===== src/rtl/string_hw.sv =====
// String coprocessor: compare, to-upper, to-lower, one character per clock.
// Defining STRING_HW_REVERSE_EN adds index 3 = reverse(A).
module string_hw #(
  parameter int MAX_LEN = 2,
  parameter int LEN_W   = 2
) (
  input  logic                 clk,
  input  logic                 reset,
  input  logic                 go,
  input  logic [2:0]           index,
  input  logic [MAX_LEN*8-1:0] A,
  input  logic [MAX_LEN*8-1:0] B,
  input  logic [LEN_W-1:0]     lengthA,
  input  logic [LEN_W-1:0]     lengthB,
  output logic                 done,
  output logic [MAX_LEN*8-1:0] result
);

  localparam logic [1:0] IDLE = 2'd0;
  localparam logic [1:0] RUN  = 2'd1;
  localparam logic [1:0] DONE = 2'd2;

  logic [1:0]                state_reg;
  logic [2:0]                index_reg;
  logic [0:MAX_LEN-1][7:0]   a_reg, b_reg, result_reg;
  logic [LEN_W-1:0]          len_a_reg, i_reg;
  logic                      eq_reg, done_reg;

  logic [7:0]                a_char, b_char, char_next;
  logic                      in_range, mismatch, eq_next;

  function automatic logic [LEN_W-1:0] clamp_len(input logic [LEN_W-1:0] len);
    if (int'(len) > MAX_LEN) return LEN_W'(MAX_LEN);
    return len;
  endfunction

  // Explicit muxes keep the counter width independent of the array depth.
  always_comb begin
    a_char = 8'h00;
    b_char = 8'h00;
    for (int k = 0; k < MAX_LEN; k++) begin
      if (i_reg == LEN_W'(k)) begin
        a_char = a_reg[k];
        b_char = b_reg[k];
      end
    end
  end

`ifdef STRING_HW_REVERSE_EN
  logic [LEN_W-1:0] rev_idx;
  logic [7:0]       rev_char;
  assign rev_idx = len_a_reg - i_reg - LEN_W'(1);
  always_comb begin
    rev_char = 8'h00;
    for (int k = 0; k < MAX_LEN; k++) begin
      if (rev_idx == LEN_W'(k)) rev_char = a_reg[k];
    end
  end
`endif

  assign in_range = (i_reg < len_a_reg);
  assign mismatch = in_range && (a_char != b_char);
  assign eq_next  = eq_reg & ~mismatch;

  always_comb begin
    char_next = 8'h00;
    if (in_range) begin
      case (index_reg)
        3'd1: char_next = (a_char inside {[8'h61:8'h7a]}) ? a_char - 8'h20 : a_char;
        3'd2: char_next = (a_char inside {[8'h41:8'h5a]}) ? a_char + 8'h20 : a_char;
`ifdef STRING_HW_REVERSE_EN
        3'd3: char_next = rev_char;
`endif
        default: char_next = 8'h00;
      endcase
    end
  end

  always_ff @(posedge clk or negedge reset) begin
    if (!reset) begin
      state_reg  <= IDLE;
      index_reg  <= '0;
      a_reg      <= '0;
      b_reg      <= '0;
      result_reg <= '0;
      len_a_reg  <= '0;
      i_reg      <= '0;
      eq_reg     <= 1'b0;
      done_reg   <= 1'b0;
    end else begin
      case (state_reg)
        IDLE: begin
          done_reg <= 1'b0;
          if (go) begin
            index_reg  <= index;
            a_reg      <= A;
            b_reg      <= B;
            len_a_reg  <= clamp_len(lengthA);
            eq_reg     <= (clamp_len(lengthA) == clamp_len(lengthB));
            result_reg <= '0;
            i_reg      <= '0;
            state_reg  <= RUN;
          end
        end
        RUN: begin
          for (int k = 0; k < MAX_LEN; k++) begin
            if (i_reg == LEN_W'(k)) result_reg[k] <= char_next;
          end
          eq_reg <= eq_next;
          i_reg  <= i_reg + LEN_W'(1);
          if (i_reg == LEN_W'(MAX_LEN - 1)) begin
            state_reg <= DONE;
            // Compare verdict lands in the LSB of the last byte.
            if (index_reg == 3'd0) result_reg[MAX_LEN-1][0] <= eq_next;
          end
        end
        DONE: begin
          done_reg <= go;
          if (!go) state_reg <= IDLE;
        end
        default: state_reg <= IDLE;
      endcase
    end
  end

  assign done   = done_reg;
  assign result = result_reg;

endmodule


===== config.mk =====
export PLATFORM = sky130hd
export DESIGN_NAME = string_hw
export DESIGN_NICKNAME = d
export VERILOG_FILES = /design/src/rtl/string_hw.sv
export SDC_FILE = /design/constraint.sdc
export NUM_CORES = 1
export LEC_CHECK = 0
export BUFFER_PORTS_ARGS = -buffer_cell sky130_fd_sc_hd__buf_2
export CAP_MARGIN = 25
export CORE_ASPECT_RATIO = 0.6
export CORE_MARGIN = 5
export CORE_UTILIZATION = 41
export CTS_BUF_LIST = sky130_fd_sc_hd__clkbuf_2
export CTS_CLUSTER_DIAMETER = 60
export CTS_CLUSTER_SIZE = 28
export DETAILED_ROUTE_END_ITERATION = 10
export GPL_ROUTABILITY_DRIVEN = 0
export PLACE_DENSITY_LB_ADDON = 0.08
export SLEW_MARGIN = 25
export SYNTH_ARGS = -nofsm -noshare
export SYNTH_HDL_FRONTEND = slang
export SYNTH_SLANG_ARGS = --single-unit

===== constraint.sdc =====
create_clock -name clk -period 2.6 [get_ports clk]
set_clock_uncertainty 0.1 [all_clocks]
set_input_delay 0.39 -clock clk [delete_from_list [all_inputs] [get_ports clk]]
set_output_delay 0.39 -clock clk [all_outputs]
set_load 0.05 [all_outputs]

==> flow_summary.toml <==
[place]
pre_cts_slack_ns = 0.296
dp.final_hpwl_mm = 4.92
placed_cells_incl_taps = 375
placement.io_buffers = 58

[yosys]
syn-mean-instance-area_um2 = 12.2
synth_largest_type_area_fraction_pct = 51.4
combined_area_of_all_synthesized_cells_um2 = 2870
synth_warnings = 0
synth_async_sr_flop_share_pct = 100
synth_top_cell_by_area = "sky130_fd_sc_hd__dfrtp_1"
count_of_different_cell_masters_after_synthesis = 51
number_of_enable_flip_flop_cells_after_synthesis = 0
synth-seq-cells = 59
synth_nets = 281
ys_seq_area_share_pct = 51.4
synth.top_cells.by_area = "sky130_fd_sc_hd__dfrtp_1 (51%), sky130_fd_sc_hd__mux2_1 (14%), sky130_fd_sc_hd__a22o_1 (2.7%)"
netlist_instances = 235
synth_flop_cell = "sky130_fd_sc_hd__dfrtp_1"

[sta]
final.period_utilization_pct = 89.9
max_clock_freq_mhz = 428
timing.max_slew.rel_slack_pct = 63.0
finalWorstPathRequiredPeriod_ns = 2.34
setup-tns-final_ns = 0
postLayoutSetupSlackWorst_ns = 0.262
timing_hold_violations_final = 0
final-setup-viol-count = 0
report.final.slew_viol_count = 0
tightestPinTransition_ns = 0.547
grt_setup_unrepaired = "false"

[grt]
gr-total-overflow = 0
grt_start_max_net_pins = 40
grt_use_total_pct = 17.1
antenna_violations_before_repair = 0
first_global_vias = 2193
grt_first_pass_wirelength_mm = 11.5

[finish]
final_core_utilization_pct = 55.7
finish.net_count = 383
multi_input_comb_area_um2 = 1330
final-instance-count-excl-fill = 428
regArea_um2 = 1480
drive_gt1_share_pct = 25.2
fillCellCount = 617
syn_to_final_growth_pct = 30.7
antenna_cells = 0

[drt]
route.detailed.wl_per_inst_um = 16.0
post_dr_vias_cell = 5.07
drt-total-wl_mm = 6.83
drc = 0
routed-via-count = 2172
ant_nets = 0
drt_first_iter_violations = 159
drt_pre_antenna_iters = 5

[hold_path]
type_of_the_most_critical_hold_path = "in -> reg"

[floorplanning]
coreArea_um2 = 6730
fp.dieH_um = 74.8
start_util_pct = 42.6
die_w_um = 118
fp.dieArea_um2 = 8830
row_count = 23
ioPinCount = 59

[critical_path]
critical_path_class = "reg -> reg"
regToRegSetupSlack_ns = 0.26
startpoint_type = "flip-flop"
cp_arrival_ns = 2.67
critPathRequiredTime_ns = 2.93
worst_setup_path_end_kind = "flip-flop"
worst-path-max-fanout = 9

[cts]
cts_repair_resize_count = 0
cts_tree = "done"
cts_num_sinks = 59
clock_tree.htree_level_count = 3
clock_insertion_delay_at_the_later_pin_of_the_skew_report_ns = 0.51
ctsRootBufferMaster = "sky130_fd_sc_hd__clkbuf_2"
cts_made_buffers = 9
clockBufferDepth = 2
cts.clk_slew.worst_paths_ns = 0.16

[pwr]
power.static_leakage_nw = 1.72
p_per_area_nw_per_um2 = 1130
irDropWorstVdd_uv = 604

[run]
drv_cap = 0

[outcome]
outcome = "finished clean"
==> critical path, stage by stage (launching register included) <==
cell and delay [ns]:
sky130_fd_sc_hd__dfrtp_1 0.43, sky130_fd_sc_hd__inv_1 0.06, sky130_fd_sc_hd__ha_1 0.29, sky130_fd_sc_hd__and2b_4 0.24
sky130_fd_sc_hd__a22oi_2 0.23, sky130_fd_sc_hd__inv_1 0.08, sky130_fd_sc_hd__ha_1 0.27, sky130_fd_sc_hd__a21oi_1 0.13
sky130_fd_sc_hd__nand4_1 0.15, sky130_fd_sc_hd__a32o_1 0.29
==> path summary, 6_finish.rpt <==
kind                                    to  cells after the start        from
min in group asynchronous        result[0]                      2       reset
max in group asynchronous        a_reg[12]                      3       reset
worst max-delay path            result[14]                      9    i_reg[0]
worst min register to register   result[1]                      2   result[1]
worst min-delay path                eq_reg                      3  lengthB[1]
worst max register to register  result[14]                      9    i_reg[0]
==> cell families (layout without fill, tap and decap cells) <==
logic type / count (synthesis) / after routing / synth area share [%]
DFF: 59 / 59 / 51.4
muxes: 36 / 36 / 14.1
AOI/OAI and AO/OA: 54 / 54 / 14.6
adders and majority gates: 4 / 4 / 1.74
and+or+nand+nor: 50 / 50 / 10.1
buffers and inverters: 14 / 120 / 2.53
xor gates and xnor gates: 18 / 18 / 5.49
==> synth_stat cells (all sizes together), types with 3 or more instances <==
library cell	n
a21oi	5
a22o	10
a22oi	4
buf	7
dfrtp	59
ha	4
inv	6
mux2	35
nand2	17
nand2b	4
nand3	3
nand4	4
nor2	5
nor3	4
o21ai	18
xnor2	9
xor2	9
==> stage by stage <==
| step | hold WS, ns | total power (W) | area (µm²) |
|---|---|---|---|
| 2_1_floorplan | -0.00559 | 0.00316 | 2870 |
| 3_3_place_gp | 0.302 | 0.00367 | 3280 |
| 3_5_place_dp | 0.294 | 0.00369 | 3280 |
| 4_1_cts | 0.0408 | 0.00429 | 3750 |
| 5_1_grt | 0.118 | 0.00457 | 3750 |
| 6_report | 0.0820 | 0.00425 | 3750 |
==> cells in the final DEF, fill, tap and decap left out, types with 5 or more instances in the layout <==
cell type                       synthesis  final
sky130_fd_sc_hd__nand2_1               16     16
sky130_fd_sc_hd__dlygate4sd3_1          0     38
sky130_fd_sc_hd__a22o_1                 9      9
sky130_fd_sc_hd__buf_2                  4     58
sky130_fd_sc_hd__dfrtp_1               59     59
sky130_fd_sc_hd__a21oi_1                5      5
sky130_fd_sc_hd__mux2_1                35     35
sky130_fd_sc_hd__o21ai_1                9      9
sky130_fd_sc_hd__xnor2_1                9      9
sky130_fd_sc_hd__o21ai_0                8      8
sky130_fd_sc_hd__clkbuf_2               0     11
sky130_fd_sc_hd__xor2_1                 9      9
sky130_fd_sc_hd__inv_1                  6      6
==> cell type report <==
| type | count | share of cell area [%] |
|---|---|---|
| clock inverters | 4 | 1.13 |
| flip-flops and latches | 59 | 39.3 |
| clock buffers | 11 | 1.47 |
| multi-input cells | 162 | 35.4 |
| inverters | 6 | 0.600 |
| well taps | 87 | 2.90 |
| repair buffers | 99 | 19.1 |
==> where the power goes <==
part | leakage (nW) | internal (W) | total (W) | switching [W]
Sequential | 0.736 | 0.00130 | 0.00172 | 0.000426
Combinational | 0.919 | 0.000874 | 0.00199 | 0.00112
Clock | 0.0669 | 0.000218 | 0.000541 | 0.000324
==> layer usage <==
layer	vias to the layer above	wire [µm]	global-route usage [%]
met2	49	2690	23.1
met5	-	0	0
met4	0	113	6.49
met1	1045	3660	25.3
li1	1064	-	-
met3	14	363	5.78
==> timing repair <==
action,CTS,global route
setup buffers,0,0
endpoints found under the setup margin,0,0
hold buffers,38,0
hold endpoints to repair,58,0
Power figures use the tool's default switching activity.
